File: src/rtl/frame_sequencer_pkg.sv
// Shared types for the frame sequencer: FSM states, button bit positions
// and the frame counter width.
package utils;

  typedef enum logic [1:0] {
    SPAWN   = 2'd0,
    RUN     = 2'd1,
    DEAD    = 2'd2,
    ADVANCE = 2'd3
  } frame_state_t;

  localparam int BTN_LEFT  = 0;
  localparam int BTN_RIGHT = 1;
  localparam int BTN_UP    = 2;
  localparam int BTN_DOWN  = 3;
  localparam int BTN_JUMP  = 4;
  localparam int BTN_DASH  = 5;
  localparam int BTN_W     = 6;

  localparam int FRAME_CNT_W = 16;

endpackage

File: src/rtl/frame_sequencer_btn_capture.sv
// Button sampling: held buttons latched on consume, sticky jump/dash
// press flags set on rising edges and handed out on consume.
module btn_capture
  import utils::*;
(
  input  logic             clk,
  input  logic             rst,
  input  logic [BTN_W-1:0] btn_i,
  input  logic             consume_i,
  input  logic             clear_i,
  output logic [BTN_W-1:0] btn_o,
  output logic [1:0]       btnp_o
);

  logic [1:0]       prev_q, prev_d;
  logic [1:0]       flags_q, flags_d;
  logic [BTN_W-1:0] btn_q, btn_d;
  logic [1:0]       btnp_q, btnp_d;
  logic [1:0]       pair;
  logic [1:0]       rise;

  always_comb begin
    pair    = {btn_i[BTN_DASH], btn_i[BTN_JUMP]};
    rise    = pair & ~prev_q;
    prev_d  = pair;
    btn_d   = btn_q;
    btnp_d  = btnp_q;
    flags_d = flags_q;
    if (consume_i) begin
      btn_d  = btn_i;
      btnp_d = flags_q;
    end
    if (consume_i || clear_i) begin
      flags_d = '0;
    end
    // an edge coinciding with the clear lands in the next frame
    flags_d = flags_d | rise;
  end

  always_ff @(posedge clk) begin
    if (rst) begin
      prev_q  <= '0;
      flags_q <= '0;
      btn_q   <= '0;
      btnp_q  <= '0;
    end else begin
      prev_q  <= prev_d;
      flags_q <= flags_d;
      btn_q   <= btn_d;
      btnp_q  <= btnp_d;
    end
  end

  assign btn_o  = btn_q;
  assign btnp_o = btnp_q;

endmodule

File: src/rtl/frame_sequencer.sv
// Per-frame scheduler: frame tick divider, spawn/run/dead/advance FSM and
// room counter. Define FRAME_STEP_EN to tick on step_i rising edges instead.
module frame_sequencer
  import utils::*;
#(
  parameter int CLK_PER_FRAME = 833334,
  parameter int NUM_ROOMS     = 31,
  parameter int DEATH_FRAMES  = 15,
  localparam int ROOM_W = (NUM_ROOMS > 1) ? $clog2(NUM_ROOMS) : 1
) (
  input  logic                   clk,
  input  logic                   rst,
  input  logic [BTN_W-1:0]       btn_i,
  input  logic                   exit_i,
  input  logic                   dead_i,
`ifdef FRAME_STEP_EN
  input  logic                   step_i,
`endif
  output logic                   update_o,
  output logic                   player_rst_o,
  output logic [BTN_W-1:0]       btn_o,
  output logic [1:0]             btnp_o,
  output logic [ROOM_W-1:0]      room_o,
  output logic [FRAME_CNT_W-1:0] frame_o
);

  localparam int DIV_W =
    (CLK_PER_FRAME > 1) ? $clog2(CLK_PER_FRAME) : 1;
  localparam int DTH_W = $clog2(DEATH_FRAMES + 1);

  localparam logic [DIV_W-1:0]  DIV_MAX  = DIV_W'(CLK_PER_FRAME - 1);
  localparam logic [ROOM_W-1:0] ROOM_MAX = ROOM_W'(NUM_ROOMS - 1);
  localparam logic [DTH_W-1:0]  DTH_MAX  = DTH_W'(DEATH_FRAMES - 1);

  frame_state_t state_q, state_d;

  logic [DIV_W-1:0]       div_q, div_d;
  logic [FRAME_CNT_W-1:0] frame_q, frame_d;
  logic [ROOM_W-1:0]      room_q, room_d;
  logic [DTH_W-1:0]       dth_q, dth_d;
  logic                   update_q, update_d;
  logic                   div_wrap;
  logic                   tick;
  logic                   consume;
  logic                   spawn;

  assign div_wrap = (div_q == DIV_MAX);

`ifdef FRAME_STEP_EN
  logic step_q;

  always_ff @(posedge clk) begin
    if (rst) begin
      step_q <= 1'b0;
    end else begin
      step_q <= step_i;
    end
  end

  assign tick = step_i & ~step_q;
`else
  assign tick = div_wrap;
`endif

  always_comb begin
    div_d    = div_wrap ? '0 : div_q + DIV_W'(1);
    frame_d  = frame_q + FRAME_CNT_W'(tick);
    state_d  = state_q;
    room_d   = room_q;
    dth_d    = dth_q;
    update_d = 1'b0;
    consume  = 1'b0;
    unique case (state_q)
      SPAWN: begin
        state_d = RUN;
      end
      RUN: begin
        if (exit_i) begin
          state_d = ADVANCE;
        end else if (dead_i) begin
          state_d = DEAD;
          dth_d   = '0;
        end else if (tick) begin
          update_d = 1'b1;
          consume  = 1'b1;
        end
      end
      DEAD: begin
        if (tick) begin
          if (dth_q == DTH_MAX) begin
            state_d = SPAWN;
          end else begin
            dth_d = dth_q + DTH_W'(1);
          end
        end
      end
      ADVANCE: begin
        room_d  = (room_q == ROOM_MAX) ? '0 : room_q + ROOM_W'(1);
        state_d = SPAWN;
      end
      default: begin
        state_d = SPAWN;
      end
    endcase
  end

  always_ff @(posedge clk) begin
    if (rst) begin
      state_q  <= SPAWN;
      div_q    <= '0;
      frame_q  <= '0;
      room_q   <= '0;
      dth_q    <= '0;
      update_q <= 1'b0;
    end else begin
      state_q  <= state_d;
      div_q    <= div_d;
      frame_q  <= frame_d;
      room_q   <= room_d;
      dth_q    <= dth_d;
      update_q <= update_d;
    end
  end

  assign spawn = (state_q == SPAWN);

  btn_capture u_btn_capture (
    .clk       (clk),
    .rst       (rst),
    .btn_i     (btn_i),
    .consume_i (consume),
    .clear_i   (spawn),
    .btn_o     (btn_o),
    .btnp_o    (btnp_o)
  );

  assign update_o     = update_q;
  assign player_rst_o = rst | spawn;
  assign room_o       = room_q;
  assign frame_o      = frame_q;

endmodule

File: config.mk
export PLATFORM = sky130hd
export DESIGN_NAME = frame_sequencer
export DESIGN_NICKNAME = d
export VERILOG_FILES = /design/src/rtl/frame_sequencer_pkg.sv /design/src/rtl/frame_sequencer_btn_capture.sv /design/src/rtl/frame_sequencer.sv
export SDC_FILE = /design/constraint.sdc
export NUM_CORES = 1
export LEC_CHECK = 0
export CORE_UTILIZATION = 57
export DETAILED_ROUTE_END_ITERATION = 16
export PLACE_DENSITY = 0.88
export SLEW_MARGIN = 15
export SYNTH_ARGS = -nofsm -noshare
export SYNTH_HDL_FRONTEND = slang
export SYNTH_SLANG_ARGS = --single-unit
File: constraint.sdc
create_clock -name clk -period 4.1 [get_ports clk]
set_input_delay 0.615 -clock clk [delete_from_list [all_inputs] [get_ports clk]]
set_output_delay 0.615 -clock clk [all_outputs]
set_load 0.005 [all_outputs]
# ---- After elaboration in Yosys (flattened, before gate mapping)
# Cells that the tools add are included.
dict set report word_totals {
  ff_bits 60
  latch_bits 0
  ramBits 0
  rom_bits 0
  out_inout_bits 31
  mem_count 0
}
dict set report op_classes {
  addsub 4
  multipliers 0
  n_div 0
  magnitude_cmp 0
  n_eq_ne 12
  n_shift 0
  mux 16
  bitwise 4
  n_reduce_logical 6
}
# cell n
set ops {}
lappend ops {{adder 20 x 1 -> 20 bit (second input constant)} 1}
lappend ops {{equality test 20 bit (second input constant)} 1}
lappend ops {{adder 16 x 1 -> 16 bit} 1}
lappend ops {{2-to-1 mux 4 bit} 4}
lappend ops {{2-to-1 mux 2 bit} 5}
lappend ops {{inequality test 2 bit (second input constant)} 5}
lappend ops {{one-hot mux 2 bit (4 select lines)} 1}
lappend ops {{one-hot mux 4 bit (2 select lines)} 1}
lappend ops {{adder 5 x 1 -> 5 bit (second input constant)} 1}
lappend ops {{equality test 5 bit (second input constant)} 1}
lappend ops {{2-to-1 mux 5 bit} 1}
lappend ops {{AND reduction 5 bit} 1}
lappend ops {{adder 4 x 1 -> 4 bit (second input constant)} 1}
lappend ops {{equality test 2 bit (second input constant)} 2}
lappend ops {{equality test 4 bit (second input constant)} 1}
lappend ops {{2-to-1 mux 1 bit} 4}
lappend ops {{inequality test 3 bit (second input constant)} 1}
lappend ops {{AND reduction 3 bit} 1}
lappend ops {{AND 2 bit} 1}
lappend ops {{equality test 2 x 1 -> 1 bit (second input constant)} 1}
lappend ops {{logical NOT 2 bit} 1}
lappend ops {{NOT 2 bit} 1}
lappend ops {{OR 2 bit} 1}
lappend ops {{nonzero test 2 bit} 1}
lappend ops {{other kinds (3)} 3}

# ---- Depth between registers and ports, before layout
dict set report depth {
  depth_word 8
  mapped_depth 13
}

# ---- Modules after synthesis
# From an unflattened synthesis, not the netlist that was laid out.
dict set report unflattened {
  hier_cells 303
  area_unflattened_um2 2733.9
}
# module instances cells_each area_per_inst_um2
set modules_own_cells {}
lappend modules_own_cells {frame_sequencer 1 265 2316.0}
lappend modules_own_cells {btn_capture 1 38 417.9}

# ---- Worst setup path before layout
# Ideal clock, no wire load.
dict set report synth_timing {
  path_kind {register to register}
  from {register div_q[8]}
  to {register frame_q[10] (netlist: frame_o[10])}
  setup_time_ns 0.128
  t_arrival_ns 2.181
  t_required_ns 3.972
  setup_slack_ns 1.792
  path_stages_with_launch 12
  n_path_buf 0
  synth_period_minus_slack_ns 2.308
  cell_sequence {dfxtp_1 > nand3_1 > nor4b_1 > nand3_1 > inv_1 > ha_1 > ha_1 > inv_1 > or3_1 > nor2_1 > xnor2_1 > nor2_1}
}
dict set report synth_via {
  elab_chain_len 2
}
# element line
set synth_lines {}
lappend synth_lines {{from (decl)} frame_sequencer.sv:37} ;# logic [DIV_W-1:0] div_q, div_d;
lappend synth_lines {{from (signal assigned)} frame_sequencer.sv:117} ;# div_q <= div_d;
lappend synth_lines {{equality test 20 bit} frame_sequencer.sv:47} ;# assign div_wrap = (div_q == DIV_MAX);
lappend synth_lines {{adder 16 x 1 -> 16 bit} frame_sequencer.sv:67} ;# frame_d = frame_q + FRAME_CNT_W'(tick);
lappend synth_lines {{to (signal assigned)} frame_sequencer.sv:118} ;# frame_q <= frame_d;
lappend synth_lines {{to (decl)} frame_sequencer.sv:38} ;# logic [FRAME_CNT_W-1:0] frame_q, frame_d;
# Every way passes these cells.
# A chain may end at the register's enable or synchronous reset.

# ---- Final worst setup path
# Same ends and word-level chain as after synthesis.

==> qor.txt <==
total die area = 0.00480 mm^2
Seq cells post-synth = 60
fin nets = 348
GPL Wtd Cong = 0.777
Vias per Instance = 5.44
dpl ws = 1470 ps
Core Region = 0.00435 mm^2
Non-Filler Instances = 386
top post-synthesis cells by area = dfxtp_1 (47%), nor2_1 (9.0%), xor2_1 (6.8%)
DP Area = 0.00301 mm^2
syn_area_per_cell = 8.99 um^2
FF-to-FF End = frame_o[10]
GR Overflow Total = 0
setup TNS = 0 ps
Pwr Total = 1.29 mW
grt met3 use = 0.0538
Post-route DRC = 0
Slowest-stage cell, CP = or3_1
postcts setup bufs = 0
outcome = completed
CP cell instances = nand3_1 -> nor4b_1 -> nand3_1 -> inv_1 -> ha_1 -> ha_1 -> inv_1 -> or3_1 -> nor2_1 -> xnor2_1 -> nor2_1
GRT Max-Usage Layer = met2
grt met1 use = 0.270
VDD IR-drop max = 321 uV
Post-synth EDFFs = 0
Final Hold Violating Endpoints = 0
sequential area share after synthesis = 0.465
global-route wire length before repair = 9120 um
worst setup margin = 1440 ps
Hold WC Path Type = reg2reg
Worst Tran Pin Value = 777 ps
Post-Syn Area = 0.00258 mm^2
Crit Path Class = reg2reg
top_reg_cell synth = dfxtp_1
Die Span Y = 69.3 um
asr flop ratio synth = 0
Root Driver = clkbuf_8
Hold Startpoint = div_q[0]
IO Pins = 41
WHS Path Cells = 1
htree depth = 3
clk_skew = 7.55 ps
final count of negative-setup-slack endpoints = 0
element type at the critical path start = register
Synthesis Warnings = 0
Post-Place Cells = 371
I/O Buffers = 40
Critical R2R Launch = div_q[8]
fin crit period = 2660 ps
drt first pass iters = 4
crit-path max cell delay = 430 ps
Site Rows = 24
Worst R2R Path Depth = 11
Worst EP required = 4320 ps
unrepaired setup endpoints after global routing = no
top cells by count, synth = nor2_1 (62), dfxtp_1 (60), xor2_1 (20), nand3_1 (17), xnor2_1 (17)
count leader, synth = nor2_1
GR Util met2 = 0.416
leakage power = 1.25 nW
fin. max-slew vios = 0
Iteration-0 DRC Markers = 130
gr usage total = 0.238
synthesis-to-layout area growth = 25.9%
Finished Cell Area = 0.00325 mm^2
Syn Nets = 305
critical path capture point type = register
Sinks on Clock Net = 60
DR WL/cell = 13.5 um
Max-Slew Margin vs Limit = 0.482
Yosys top cell by area = dfxtp_1
Worst Path Arrival = 2880 ps
Worst-path clk slew = 70 ps
vias = 2101
fraction of layout cells with a size suffix above 1 = 0.0629
CTS tree = built
total inserted antenna cells = 0
vias in the first global route = 2079
crit-path max FO = 6
Final HPWL DP = 3460 um
Hold-fix buffers, CTS = 0
Synth top area share = 0.465
R2R setup slack = 1440 ps
maxcap violations = 0
Cells after Synth = 287
Netlist cell types = 39
CTS buffer count = 9
Fmax achieved = 375 MHz
Hold EP = div_q[0]
final antenna-violating net count = 0
fin crit share = 0.650
power per cell area = 398 mW/mm^2
worst skew pair latency = 330 ps
initial antenna violation count = 0
initial core utilization = 0.593
Routed WL = 5210 um
post-CTS sizing = 0
clock tree buffer depth = 2
Die X = 69.3 um
largest net degree at the start of global routing = 36
## stage by stage
step | hold WS (ps) | util
after global routing | 503 | 0.746
final | 473 | 0.746
after CTS | 477 | 0.746
after detailed placement | 460 | 0.692
after global placement | 442 | 0.692
after floorplan | 430 | -
## worst max-delay path, delay by kind of cell, from the launching register on
family / cells / cell delay [ps]
xor+xnor: 1 / 140
fa+ha+maj: 2 / 400
buf+inv: 2 / 190
flops: 1 / 420
simple gates: 6 / 1400
## flip-flops by register name, summed over array words and instances (netlist names)
register and flops:
frame_o 16, room_o 5, u_btn_capture.prev_q 2, u_btn_capture.btnp_o 2
div_q 20, update_o 1, state_q 2, u_btn_capture.flags_q 2
dth_q 4, u_btn_capture.btn_o 6
## cell type report
type	count	area, um^2
well taps	52	65.1
repair buffers	41	408
clock inverters	5	100
multi-input cells	206	1290
flip-flops and latches	60	1200
inverters	12	45.0
fillers	319	1100
clock buffers	10	138
## kinds of logic (layout without fill, tap and decap cells)
| kind of cell | after synthesis | after routing | synth area share |
|---|---|---|---|
| buffers and inverters | 21 | 68 | 0.0339 |
| DFF | 60 | 60 | 0.465 |
| muxes | 8 | 8 | 0.0310 |
| AOI/OAI and AO/OA | 16 | 16 | 0.0456 |
| adders and majority gates | 8 | 8 | 0.0388 |
| and+or+nand+nor | 137 | 137 | 0.260 |
| xor gates and xnor gates | 37 | 37 | 0.126 |
## metal layers
layer	vias up	routed length, um	share of wire
met1	978	2290	0.44
met5	-	0	0
met3	13	201	0.039
met2	59	2590	0.50
li1	1051	-	-
met4	0	121	0.023
## power by group
group          total [mW]  internal (mW)  switching [mW]
sequential          0.599          0.591         0.00835
combinational      0.0509         0.0250          0.0259
clock               0.644          0.415           0.229
## cells in the final DEF, fill, tap and decap left out, types with 3 or more instances in the layout
master,count
mux2i_1,8
bufinv_16,3
clkdlybuf4s50_1,40
and3_1,6
nor2_1,62
inv_1,12
nor4b_1,3
nand2_1,15
a21oi_1,4
ha_1,8
o21ai_0,3
nor3_1,3
xnor2_1,17
xor2_1,20
nand3_1,17
nand4_1,8
clkbuf_8,10
nor2b_1,5
dfxtp_1,60
nor4_1,5
## how the worst max path moves through the flow
| stage | cells past startpoint | to | from |
|---|---|---|---|
| after floorplan | 11 | frame_o[10] | div_q[8] |
| after global placement | 4 | u_btn_capture.flags_q[1] | dead_i |
| after detailed placement | 11 | frame_o[10] | div_q[8] |
| after CTS | 11 | frame_o[10] | div_q[8] |
| after global routing | 10 | frame_o[13] | div_q[8] |
| final | 11 | frame_o[10] | div_q[8] |
Power figures use the tool's default switching activity.
